**src/rtl/sar_ctrl_adc.sv**
```systemverilog
// sar_ctrl_adc: successive-approximation ADC controller with trimmable sample phase.
module sar_ctrl_adc #(
  parameter int NBITS = 11
) (
  input  logic             clk_adc,
  input  logic             rstn_adc,
  input  logic             start,
  input  logic [2:0]       trm,
  input  logic             cmp_out,
  output logic             sample,
  output logic [NBITS-1:0] dac_code,
  output logic [NBITS-1:0] out_bits,
  output logic             valid,
  output logic             busy
);
  typedef enum logic [1:0] {IDLE, SAMPLE, CONVERT, DONE} state_t;
  localparam int IW = $clog2(NBITS);
  localparam logic [IW-1:0] TOP = IW'(NBITS - 1);
  localparam logic [NBITS-1:0] ONE = {{(NBITS-1){1'b0}}, 1'b1};
  localparam logic [NBITS-1:0] MSB = ONE << (NBITS - 1);
  state_t           state_q, state_d;
  logic [IW-1:0]    idx_q, idx_d;
  logic [2:0]       cnt_q, cnt_d, trm_q, trm_d;
  logic [NBITS-1:0] dac_q, dac_d, out_q, out_d, bit_m, kept;
  logic             sample_q, sample_d, valid_q, valid_d, busy_q, busy_d;
  always_comb begin
    state_d = state_q;
    idx_d   = idx_q;
    cnt_d   = cnt_q;
    trm_d   = trm_q;
    dac_d   = dac_q;
    out_d   = out_q;
    valid_d = 1'b0;
    bit_m   = ONE << idx_q;
    kept    = cmp_out ? dac_q : dac_q & ~bit_m;
    case (state_q)
      IDLE, DONE: begin
        state_d = start ? SAMPLE : IDLE;
        if (start) begin
          trm_d = trm;
          idx_d = TOP;
          cnt_d = 3'd0;
        end
      end
      SAMPLE: begin
        state_d = (cnt_q == trm_q) ? CONVERT : SAMPLE;
        dac_d   = (cnt_q == trm_q) ? MSB : '0;
        cnt_d   = cnt_q + 3'd1;
      end
      default: begin
        // dac_q holds resolved upper bits plus the trial bit; drop it on a low decision
        if (idx_q == '0) begin
          state_d = DONE;
          out_d   = kept;
          dac_d   = '0;
          valid_d = 1'b1;
        end else begin
          dac_d = kept | (bit_m >> 1);
          idx_d = idx_q - 1'b1;
        end
      end
    endcase
    sample_d = state_d == SAMPLE;
    busy_d   = state_d != IDLE;
  end
  always_ff @(posedge clk_adc or negedge rstn_adc) begin
    if (!rstn_adc) begin
      state_q  <= IDLE;
      idx_q    <= TOP;
      cnt_q    <= 3'd0;
      trm_q    <= 3'd0;
      dac_q    <= '0;
      out_q    <= '0;
      sample_q <= 1'b0;
      valid_q  <= 1'b0;
      busy_q   <= 1'b0;
    end else begin
      state_q  <= state_d;
      idx_q    <= idx_d;
      cnt_q    <= cnt_d;
      trm_q    <= trm_d;
      dac_q    <= dac_d;
      out_q    <= out_d;
      sample_q <= sample_d;
      valid_q  <= valid_d;
      busy_q   <= busy_d;
    end
  end
  assign sample   = sample_q;
  assign dac_code = dac_q;
  assign out_bits = out_q;
  assign valid    = valid_q;
  assign busy     = busy_q;
endmodule

```
**config.mk**
```make
export PLATFORM = sky130hd
export DESIGN_NAME = sar_ctrl_adc
export DESIGN_NICKNAME = d
export VERILOG_FILES = /design/src/rtl/sar_ctrl_adc.sv
export SDC_FILE = /design/constraint.sdc
export NUM_CORES = 1
export LEC_CHECK = 0
export ABC_CLOCK_PERIOD_IN_PS = 2450
export BUFFER_PORTS_ARGS = -buffer_cell sky130_fd_sc_hd__buf_4
export CORE_ASPECT_RATIO = 0.6
export CORE_MARGIN = 1.5
export CORE_UTILIZATION = 40
export DETAILED_ROUTE_END_ITERATION = 10
export GPL_TIMING_DRIVEN = 1
export PLACE_DENSITY = 0.6
export SLEW_MARGIN = 5
export SYNTH_ARGS = -nofsm -noshare
export SYNTH_HDL_FRONTEND = slang
export SYNTH_SLANG_ARGS = --single-unit
```
**constraint.sdc**
```tcl
create_clock -name clk_adc -period 2.45 [get_ports clk_adc]
set_input_delay 0.49 -clock clk_adc [delete_from_list [all_inputs] [get_ports clk_adc]]
set_output_delay 0.49 -clock clk_adc [all_outputs]
set_load 0.01 [all_outputs]
```
==> summary.md, run 1 <==
| Metric | Value |
|---|---|
| Effective utilization at floorplan | `43.3%` |
| Layout Nets | `237` |
| Vias in the first global route | `1451` |
| Worst Tran Pin Value | `0.650 ns` |
| Total Routing Usage GR | `19.5%` |
| Max_slew headroom | `56.7%` |
| Net count after synthesis | `207` |
| Count of input and output buffers | `31` |
| Maximum buffer depth of the clock tree | `2` |
| Setup Skew | `0.0126 ns` |
| Hold-fix buffers, CTS | `0` |
| Reg-to-reg critical path endpoint | `cnt_q[0]$_DFFE_PN0P_` |
| Commonest cells after routing, fill and taps aside | `35 x sky130_fd_sc_hd__dfrtp_1, 32 x sky130_fd_sc_hd__buf_4, 30 x sky130_fd_sc_hd__nand2_1` |
| Routed length per placed instance | `16.1 um` |
| Wire length of the first global-routing pass | `7.59 mm` |
| Area share of the leading cell type in the synthesized netlist | `47.6%` |
| Most instantiated flip-flop cell in the synthesis netlist | `sky130_fd_sc_hd__dfrtp_1` |
| Total iterations of the first detailed-routing run | `4` |
| Worst r2r path cells | `6` |
| Clock buffers created by TritonCTS | `5` |
| Main area contributors after synthesis | `sky130_fd_sc_hd__dfrtp_1 48%, sky130_fd_sc_hd__o21ai_0 6.8%, sky130_fd_sc_hd__ha_1 6.1%, sky130_fd_sc_hd__nand2_1 6.1%, sky130_fd_sc_hd__a21oi_1 3.0%` |
| Core Box Area | `4260 um2` |
| Most common cell after layout, fill and taps aside | `sky130_fd_sc_hd__dfrtp_1` |
| Static power due to leakage | `1.09 nW` |
| Post-cts resize count | `0` |
| GRT overflow | `0` |
| Final count of negative-setup-slack endpoints | `0` |
| Yosys warning total | `0` |
| Die area | `5030 um2` |
| Tmin final | `2.08 ns` |
| Reg-to-Reg Start | `state_q[0]$_DFF_PN0_` |
| Vias after detailed routing | `1560` |
| Sequential cell area fraction in the yosys report | `50.4%` |
| Maximum fanout encountered on the critical timing path | `20` |
| Maximum number of pins on one net before global-route repair | `38` |
| CP max stage cell | `sky130_fd_sc_hd__ha_1` |
| Antenna fix cells | `0` |
| Routability-driven placement congestion ratio | `0.842` |
| Detailed router's first-iteration violation count | `101` |
| Number of primary I/O pins | `32` |
| Max-cap violations | `0` |
| Drt drc | `0` |
| Die height | `55.6 um` |
| Synthesis-to-finish area growth | `21.4%` |
| Flop2flop setup slack | `0.37 ns` |
| Number of synthesized flops with an enable pin | `0` |
| Kind of launch point of the worst setup path | `flop` |
| Worst hold-check path type | `input pin to async pin` |
| Row count | `18` |
| Max stage delay on crit path | `0.71 ns` |
| Netlist cell types | `40` |
| Least setup slack across all paths after layout | `0.367 ns` |
| Number of routed nets with antenna violations | `0` |
| Mapped Avg Cell Area | `9.64 um2` |
| Clock latency reported for the late side of the worst-skew pair | `0.29 ns` |
| Via density per instance | `5.53` |
| Routed wire length | `4.54 mm` |
| Slew Limit Fails | `0` |
| List of cells traversed by the critical path | `inv_1 > ha_1 > nor2b_1 > nor2_1 > nand2_1 > o21ai_0` |
| Critical path data arrival time | `2.24 ns` |
| Cell Area, Synth | `1840 um2` |
| Ratio of total power to cell area | `1370 nW/um2` |
| CTS tree | `built` |
| Buffers inserted by post-CTS timing repair | `0` |
| Total negative setup slack | `0 ns` |
| Required time of the critical path | `2.61 ns` |
| Category of the worst setup path capture point | `flop` |
| Run status | `finished clean` |
| Clk slew on worst S/H paths | `0.08 ns` |
| Final worst path period share | `85.0%` |
| Maximum clock frequency | `480 MHz` |
| Class of the most critical setup path | `flop to flop` |
| Final hold viol count | `0` |
| Number of clock sinks | `37` |
| Antenna violations before repair | `0` |
| Area leader, netlist | `sky130_fd_sc_hd__dfrtp_1` |
| Number of flip-flops and latches in the synthesized netlist | `37` |
| HPWL Detailed | `3.34 mm` |
| Die X-Extent | `90.6 um` |
| H-tree depth reported by CTS | `2` |
| Highest ir drop seen on vdd | `0.000521 V` |
| Setup Slack @ Placement | `0.387 ns` |
| Clock root buffer master | `sky130_fd_sc_hd__clkbuf_8` |
| Fraction of synthesis flops using an asynchronous set or reset pin | `100%` |
| Layout cells sized above 1 | `22.1%` |
| Setup repair after global routing missed its margin | `no` |
| Cells after synthesis | `191` |
-- how the worst max path moves through the flow --
stage | from | to | cells past startpoint
after global placement | state_q[0]$_DFF_PN0_ | dac_code[8]$_DFFE_PN0P_ | 5
final | state_q[0]$_DFF_PN0_ | cnt_q[0]$_DFFE_PN0P_ | 6
after global routing | state_q[0]$_DFF_PN0_ | idx_q[3]$_DFFE_PN1P_ | 6
after floorplan | idx_q[1]$_DFFE_PN1P_ | dac_code[8]$_DFFE_PN0P_ | 7
after detailed placement | state_q[0]$_DFF_PN0_ | dac_code[8]$_DFFE_PN0P_ | 5
after CTS | state_q[0]$_DFF_PN0_ | dac_code[8]$_DFFE_PN0P_ | 5
-- worst max-delay path: cells and delay by family, from the launching register on --
kind | cells | cell delay, ns
AO/OA/AOI/OAI | 1 | 0.11
adder cells (fa/ha/maj) | 1 | 0.71
buffers and inverters | 1 | 0.10
flip-flops | 1 | 0.39
AND/OR/NAND/NOR | 3 | 0.64
-- through the flow --
step / hold WS, ns / cell area [um2] / total power, mW / cells / utilization [%]
floorplan: 0.194 / 1840 / 2.01 / 191 / -
global placement: 0.455 / 2120 / 2.43 / 274 / 49.7
detailed placement: 0.468 / 2120 / 2.51 / 274 / 49.7
CTS: 0.173 / 2240 / 3.07 / 282 / 52.5
global route: 0.180 / 2240 / 3.30 / 282 / 52.5
finish: 0.156 / 2240 / 3.07 / 282 / 52.5
-- Yosys cell counts (2+ instances only) --
library cell                n
sky130_fd_sc_hd__a211oi_1   2
sky130_fd_sc_hd__a21o_1     6
sky130_fd_sc_hd__a21oi_1   11
sky130_fd_sc_hd__buf_2      3
sky130_fd_sc_hd__clkbuf_1   5
sky130_fd_sc_hd__dfrtp_1   35
sky130_fd_sc_hd__dfstp_2    2
sky130_fd_sc_hd__ha_1       9
sky130_fd_sc_hd__inv_1      6
sky130_fd_sc_hd__mux2_2     3
sky130_fd_sc_hd__nand2_1   30
sky130_fd_sc_hd__nand2b_1   6
sky130_fd_sc_hd__nand3_1    4
sky130_fd_sc_hd__nor2_1    11
sky130_fd_sc_hd__nor2b_1    4
sky130_fd_sc_hd__nor3_1     2
sky130_fd_sc_hd__o21ai_0   25
sky130_fd_sc_hd__o21ai_1    2
sky130_fd_sc_hd__o31ai_1    2
sky130_fd_sc_hd__xnor2_1    3
-- sequential cells by signal (all words and copies together), names as in the netlist --
register / flops
busy: 1
valid: 1
out_bits: 11
state_q: 2
idx_q: 4
cnt_q: 3
sample: 1
dac_code: 11
trm_q: 3
-- layer usage --
layer  share of wire (%)  global-route usage, %  vias up
met3                 6.0                   4.96       11
met1                  51                   30.0      755
met4                 1.4                   5.22        0
met2                  41                   26.5       64
met5                   0                      0        -
li1                    -                      -      730
-- report_power, final --
part	internal (mW)	switching (mW)
logic	0.593	0.809
registers	0.856	0.257
clock network	0.331	0.222
-- cell families (layout without fill, tap and decap cells) --
group / count (synthesis) / count (layout) / share of synthesized area, %
AND/OR/NAND/NOR: 64 / 64 / 17.0
AO/OA/AOI/OAI: 59 / 59 / 19.2
flip-flops: 37 / 37 / 50.4
buffers and inverters: 15 / 46 / 3.46
adder cells (fa/ha/maj): 9 / 9 / 6.11
multiplexers: 4 / 4 / 2.38
XOR/XNOR: 3 / 3 / 1.43
-- layout make-up --
| class | instances | area, um2 |
|---|---|---|
| clock buffer | 6 | 82.6 |
| timing repair buffer | 32 | 240 |
| inverter | 6 | 22.5 |
| clock inverter | 2 | 37.5 |
| sequential | 37 | 928 |
| fill | 396 | 2020 |
| multi-input combinational | 139 | 850 |
| tap | 60 | 75.1 |
Power figures use the tool's default switching activity.
==> inputs of run 2 (changes only) <==
--- a/config.mk
+++ b/config.mk
@@ -5,14 +5,16 @@
 export SDC_FILE = /design/constraint.sdc
 export NUM_CORES = 1
 export LEC_CHECK = 0
-export ABC_CLOCK_PERIOD_IN_PS = 2450
+export ABC_CLOCK_PERIOD_IN_PS = 2650
 export BUFFER_PORTS_ARGS = -buffer_cell sky130_fd_sc_hd__buf_4
 export CORE_ASPECT_RATIO = 0.6
 export CORE_MARGIN = 1.5
 export CORE_UTILIZATION = 40
 export DETAILED_ROUTE_END_ITERATION = 10
+export GPL_ROUTABILITY_DRIVEN = 0
 export GPL_TIMING_DRIVEN = 1
 export PLACE_DENSITY = 0.6
+export SKIP_CTS_REPAIR_TIMING = 1
 export SLEW_MARGIN = 5
 export SYNTH_ARGS = -nofsm -noshare
 export SYNTH_HDL_FRONTEND = slang
==> constraint.sdc (replaced) <==
create_clock -name clk_adc -period 2.65 [get_ports clk_adc]
set_input_delay 0.53 -clock clk_adc [delete_from_list [all_inputs] [get_ports clk_adc]]
set_output_delay 0.53 -clock clk_adc [all_outputs]
set_load 0.01 [all_outputs]
==> run 2 against run 1 <==
Total power is 8.2% lower. Register-to-register slack better by 0.16 ns. Combinational power down 7%. Final area is 0.56% lower. Maximum frequency is 1.8% lower. Critical path depth down 1. Clock-buffer cell count fell by 1. Worst setup slack improved by 0.16 ns. Core utilization is 0.29 points lower. Non-clock buffer count is 1 lower. Sequential share of layout area is 0.23 points higher.
==> summary.md, run 2 (synthesized netlist as in run 1, its figures left out) <==
| Metric | Value |
|---|---|
| Maximum clock frequency | `471 MHz` |
| GRT overflow | `0` |
| Kind of launch point of the worst setup path | `flop` |
| Worst Tran Pin Value | `0.659 ns` |
| Wire length of the first global-routing pass | `7.33 mm` |
| Total Routing Usage GR | `19.1%` |
| Vias in the first global route | `1426` |
| Worst hold-check path type | `input pin to async pin` |
| HPWL Detailed | `3.32 mm` |
| Synthesis-to-finish area growth | `20.7%` |
| Die height | `55.6 um` |
| Overall power consumption | `2.82 mW` |
| Count of filler cells inserted in the layout | `370` |
| Total iterations of the first detailed-routing run | `4` |
| Detailed router's first-iteration violation count | `168` |
| Total negative setup slack | `0 ns` |
| Maximum fanout encountered on the critical timing path | `20` |
| Row count | `18` |
| Final worst path period share | `80.1%` |
| Max_slew headroom | `55.9%` |
| Run status | `finished clean` |
| Maximum number of pins on one net before global-route repair | `38` |
| Static power due to leakage | `1.08 nW` |
| Die X-Extent | `90.6 um` |
| Final hold viol count | `0` |
| Slew Limit Fails | `0` |
| Setup repair after global routing missed its margin | `no` |
| Commonest cells after routing, fill and taps aside | `35 x sky130_fd_sc_hd__dfrtp_1, 31 x sky130_fd_sc_hd__buf_4, 30 x sky130_fd_sc_hd__nand2_1` |
| Clock root buffer master | `sky130_fd_sc_hd__clkbuf_8` |
| Clock latency reported for the late side of the worst-skew pair | `0.30 ns` |
| Highest ir drop seen on vdd | `0.000533 V` |
| Number of routed nets with antenna violations | `0` |
| Count of input and output buffers | `31` |
| Ratio of total power to cell area | `1270 nW/um2` |
| List of cells traversed by the critical path | `inv_1 > ha_1 > or3_1 > o21bai_1 > a32o_1` |
| Clock buffers created by TritonCTS | `5` |
| Number of primary I/O pins | `32` |
| Layout Nets | `236` |
| Die area | `5030 um2` |
| Final standard cell count with taps included and fillers excluded | `281` |
| Vias after detailed routing | `1499` |
| Max stage delay on crit path | `0.62 ns` |
| Placed instance count | `273` |
| Antenna fix cells | `0` |
| Clk slew on worst S/H paths | `0.08 ns` |
| Number of clock sinks | `37` |
| CTS tree | `built` |
| Class of the most critical setup path | `flop to flop` |
| Antenna violations before repair | `0` |
| Layout cells sized above 1 | `21.7%` |
| Core Box Area | `4260 um2` |
| Via density per instance | `5.33` |
| Max-cap violations | `0` |
| Setup Skew | `0.00635 ns` |
| Routed length per placed instance | `15.9 um` |
| Required time of the critical path | `2.89 ns` |
| Tmin final | `2.12 ns` |
| Category of the worst setup path capture point | `flop` |
| Final count of negative-setup-slack endpoints | `0` |
| Maximum buffer depth of the clock tree | `2` |
| Drt drc | `0` |
| CP max stage cell | `sky130_fd_sc_hd__or3_1` |
| Effective utilization at floorplan | `43.3%` |
| H-tree depth reported by CTS | `2` |
| Critical path data arrival time | `2.36 ns` |
| Most common cell after layout, fill and taps aside | `sky130_fd_sc_hd__dfrtp_1` |
| Routed wire length | `4.47 mm` |
[run 2: stage by stage]
stage / setup slack, ns / cell area, um2 / hold WS (ns) / util (%)
floorplan: 0.879 / 1840 / 0.234 / -
global placement: 0.618 / 2110 / 0.456 / 49.5
detailed placement: 0.560 / 2110 / 0.466 / 49.5
CTS: 0.541 / 2220 / 0.198 / 52.2
global route: 0.338 / 2220 / 0.224 / 52.2
finish: 0.528 / 2220 / 0.187 / 52.2
[run 2: layout make-up]
type / count / area [um2] / share of cell area (%)
tap: 60 / 75.1 / 3.38
multi-input combinational: 139 / 850 / 38.2
timing repair buffer: 31 / 233 / 10.5
inverter: 6 / 22.5 / 1.01
clock inverter: 3 / 46.3 / 2.08
sequential: 37 / 928 / 41.8
clock buffer: 5 / 68.8 / 3.10
[run 2: path summary, 6_finish.rpt]
kind / start / end / slack, ns / depth (start not counted)
worst min-delay path: rstn_adc / idx_q[2]$_DFFE_PN0P_ / 0.19 / 1
worst max register to register: state_q[0]$_DFF_PN0_ / dac_code[8]$_DFFE_PN0P_ / 0.53 / 5
worst min register to register: out_bits[8]$_DFFE_PN0P_ / out_bits[8]$_DFFE_PN0P_ / 0.48 / 2
min in group clk_adc: trm[2] / trm_q[2]$_DFFE_PN0P_ / 0.47 / 2
max in group asynchronous: rstn_adc / idx_q[3]$_DFFE_PN1P_ / 2.11 / 1
worst max-delay path: state_q[0]$_DFF_PN0_ / dac_code[8]$_DFFE_PN0P_ / 0.53 / 5
[run 2: worst max-delay path: cells and delay by family, from the launching register on]
kind	cells	cell delay (ns)
AND/OR/NAND/NOR	1	0.62
adder cells (fa/ha/maj)	1	0.57
flip-flops	1	0.40
AO/OA/AOI/OAI	2	0.37
buffers and inverters	1	0.10
[run 2: power breakdown]
part	switching [mW]	internal, mW
clock	0.219	0.282
combinational	0.750	0.547
sequential	0.229	0.791
total	1.20	1.62
[run 2: per-layer routing]
layer / wire length (um) / GRT usage, % / up-vias / part of all wire (%)
met1: 2350 / 29.9 / 730 / 52
li1: - / - / 722 / -
met4: 39 / 6.12 / 0 / 0.87
met3: 290 / 4.41 / 5 / 6.5
met2: 1800 / 25.2 / 42 / 40
met5: 0 / 0 / - / 0
==> inputs of run 3 (changes only) <==
--- a/config.mk
+++ b/config.mk
@@ -5,7 +5,7 @@
 export SDC_FILE = /design/constraint.sdc
 export NUM_CORES = 1
 export LEC_CHECK = 0
-export ABC_CLOCK_PERIOD_IN_PS = 2650
+export ABC_CLOCK_PERIOD_IN_PS = 2200
 export BUFFER_PORTS_ARGS = -buffer_cell sky130_fd_sc_hd__buf_4
 export CORE_ASPECT_RATIO = 0.6
 export CORE_MARGIN = 1.5
==> constraint.sdc (replaced) <==
create_clock -name clk_adc -period 2.2 [get_ports clk_adc]
set_input_delay 0.44 -clock clk_adc [delete_from_list [all_inputs] [get_ports clk_adc]]
set_output_delay 0.44 -clock clk_adc [all_outputs]
set_load 0.01 [all_outputs]
==> run 3 against run 2 <==
Global-route usage is 0.37 points higher. Core utilization is 0.56 points higher. Final area is 1.1% higher. Non-clock buffer count is 5 higher. Critical path type unchanged. Largest power group unchanged.
==> summary.md, run 3 (synthesized netlist as in run 1, its figures left out) <==
| Metric | Value |
|---|---|
| Run status | `finished clean` |
| Die height | `55.6 um` |
| Worst Tran Pin Value | `0.471 ns` |
| Commonest cells after routing, fill and taps aside | `36 x sky130_fd_sc_hd__buf_4, 35 x sky130_fd_sc_hd__dfrtp_1, 30 x sky130_fd_sc_hd__nand2_1` |
| Row count | `18` |
| Final worst path period share | `87.2%` |
| Clock buffers created by TritonCTS | `5` |
| Overall power consumption | `3.38 mW` |
| Detailed router's first-iteration violation count | `187` |
| Number of routed nets with antenna violations | `0` |
| List of cells traversed by the critical path | `inv_1 > ha_1 > nor3b_4 > or3_4 > o21ai_1 > a31o_2` |
| Met3 layer wire length in the routed design | `240 um` |
| Reg-to-Reg Start | `idx_q[0]$_DFFE_PN0P_` |
| Die X-Extent | `90.6 um` |
| Total iterations of the first detailed-routing run | `5` |
| CTS tree | `built` |
| Setup Skew | `0.00731 ns` |
| Number of clock sinks | `37` |
| Max stage delay on crit path | `0.44 ns` |
| Die area | `5030 um2` |
| Clk slew on worst S/H paths | `0.08 ns` |
| Layout cells sized above 1 | `23.9%` |
| Setup repair after global routing missed its margin | `no` |
| Maximum number of pins on one net before global-route repair | `38` |
| Top layer in use | `met4` |
| Reg-to-reg critical path endpoint | `dac_code[4]$_DFFE_PN0P_` |
| Vias in the first global route | `1512` |
| Drt drc | `0` |
| Maximum buffer depth of the clock tree | `2` |
| Via density per instance | `5.28` |
| Class of the most critical setup path | `flop to flop` |
| Count of filler cells inserted in the layout | `394` |
| Vias after detailed routing | `1511` |
| Final count of negative-setup-slack endpoints | `0` |
| Synthesis-to-finish area growth | `22.0%` |
| Routed wire length | `4.43 mm` |
| Tmin final | `1.92 ns` |
| Routed metal-1 wire length | `2.35 mm` |
| Clock root buffer master | `sky130_fd_sc_hd__clkbuf_8` |
| Clock latency reported for the late side of the worst-skew pair | `0.30 ns` |
| Antenna violations before repair | `0` |
| Category of the worst setup path capture point | `flop` |
| Static power due to leakage | `1.10 nW` |
| Kind of launch point of the worst setup path | `flop` |
| Worst hold-check path type | `input pin to async pin` |
| Core Box Area | `4260 um2` |
| Highest ir drop seen on vdd | `0.000569 V` |
| Critical path data arrival time | `2.11 ns` |
| Wire length of the first global-routing pass | `7.62 mm` |
| Worst r2r path cells | `6` |
| Placed instance count | `278` |
| Maximum fanout encountered on the critical timing path | `9` |
| Required time of the critical path | `2.39 ns` |
| Layout Nets | `241` |
| Register cell area after layout | `928 um2` |
| Routed length per placed instance | `15.5 um` |
| Final hold viol count | `0` |
| Multi-input gate area | `855 um2` |
| Total negative setup slack | `0 ns` |
| Flop2flop setup slack | `0.28 ns` |
| Total Routing Usage GR | `19.4%` |
| Final standard cell count with taps included and fillers excluded | `286` |
| Most common cell after layout, fill and taps aside | `sky130_fd_sc_hd__buf_4` |
| GRT overflow | `0` |
| CP max stage cell | `sky130_fd_sc_hd__dfrtp_1` |
| Effective utilization at floorplan | `43.3%` |
| Slew Limit Fails | `0` |
| Antenna fix cells | `0` |
| Count of input and output buffers | `31` |
| Number of primary I/O pins | `32` |
| Ratio of total power to cell area | `1510 nW/um2` |
| H-tree depth reported by CTS | `2` |
| HPWL Detailed | `3.32 mm` |
| Maximum clock frequency | `521 MHz` |
| Met2 Routed Length | `1.79 mm` |
| Max_slew headroom | `68.6%` |
| Max-cap violations | `0` |
-- run 3: changes by cell type in the layout (fill, tap and decap cells not counted), sizes merged --
cell / change
buf: +5
clkbuf: +1
clkinvlp: -1
clkinv: +1
bufinv: -1
-- run 3: worst max path at each step --
stage | start | to | slack [ns] | cells after the start
2_1_floorplan | idx_q[1]$_DFFE_PN1P_ | dac_code[8]$_DFFE_PN0P_ | 0.43 | 7
3_3_place_gp | idx_q[0]$_DFFE_PN0P_ | dac_code[4]$_DFFE_PN0P_ | 0.31 | 6
3_5_place_dp | idx_q[0]$_DFFE_PN0P_ | dac_code[4]$_DFFE_PN0P_ | 0.15 | 6
4_1_cts | idx_q[0]$_DFFE_PN0P_ | dac_code[4]$_DFFE_PN0P_ | 0.16 | 6
5_1_grt | idx_q[0]$_DFFE_PN0P_ | dac_code[4]$_DFFE_PN0P_ | 0.14 | 6
6_report | idx_q[0]$_DFFE_PN0P_ | dac_code[4]$_DFFE_PN0P_ | 0.28 | 6
-- run 3: metrics by stage --
step / util (%) / setup slack (ns) / hold WS, ns / instance area [um2]
floorplan: - / 0.429 / 0.144 / 1840
global placement: 50.4 / 0.313 / 0.428 / 2150
detailed placement: 50.4 / 0.153 / 0.435 / 2150
CTS: 52.7 / 0.159 / 0.114 / 2240
global route: 52.8 / 0.138 / 0.135 / 2250
finish: 52.8 / 0.281 / 0.0928 / 2250
-- run 3: report_power, final --
part / total (mW) / switching, mW / internal [mW] / leakage (nW)
Combinational: 1.67 / 0.936 / 0.735 / 0.609
Sequential: 1.20 / 0.248 / 0.953 / 0.443
Clock: 0.510 / 0.256 / 0.254 / 0.0512
-- run 3: cell type report --
class	count	area share, %
inverter	6	1.00
sequential	37	41.3
clock inverter	2	0.612
clock buffer	6	3.67
multi-input combinational	139	38.0
tap	60	3.34
timing repair buffer	36	12.0
-- run 3: worst max-delay path, delay by kind of cell (launching register included) --
| kind | cells | cell delay [ns] |
|---|---|---|
| buf+inv | 1 | 0.15 |
| compound gates | 2 | 0.31 |
| simple gates | 2 | 0.66 |
| fa+ha+maj | 1 | 0.25 |
| flops | 1 | 0.44 |
-- run 3: layer usage --
metal	global-route usage (%)	vias up
met2	26.5	48
met3	5.37	4
met4	5.90	0
li1	-	734
met1	29.4	725
met5	0	-
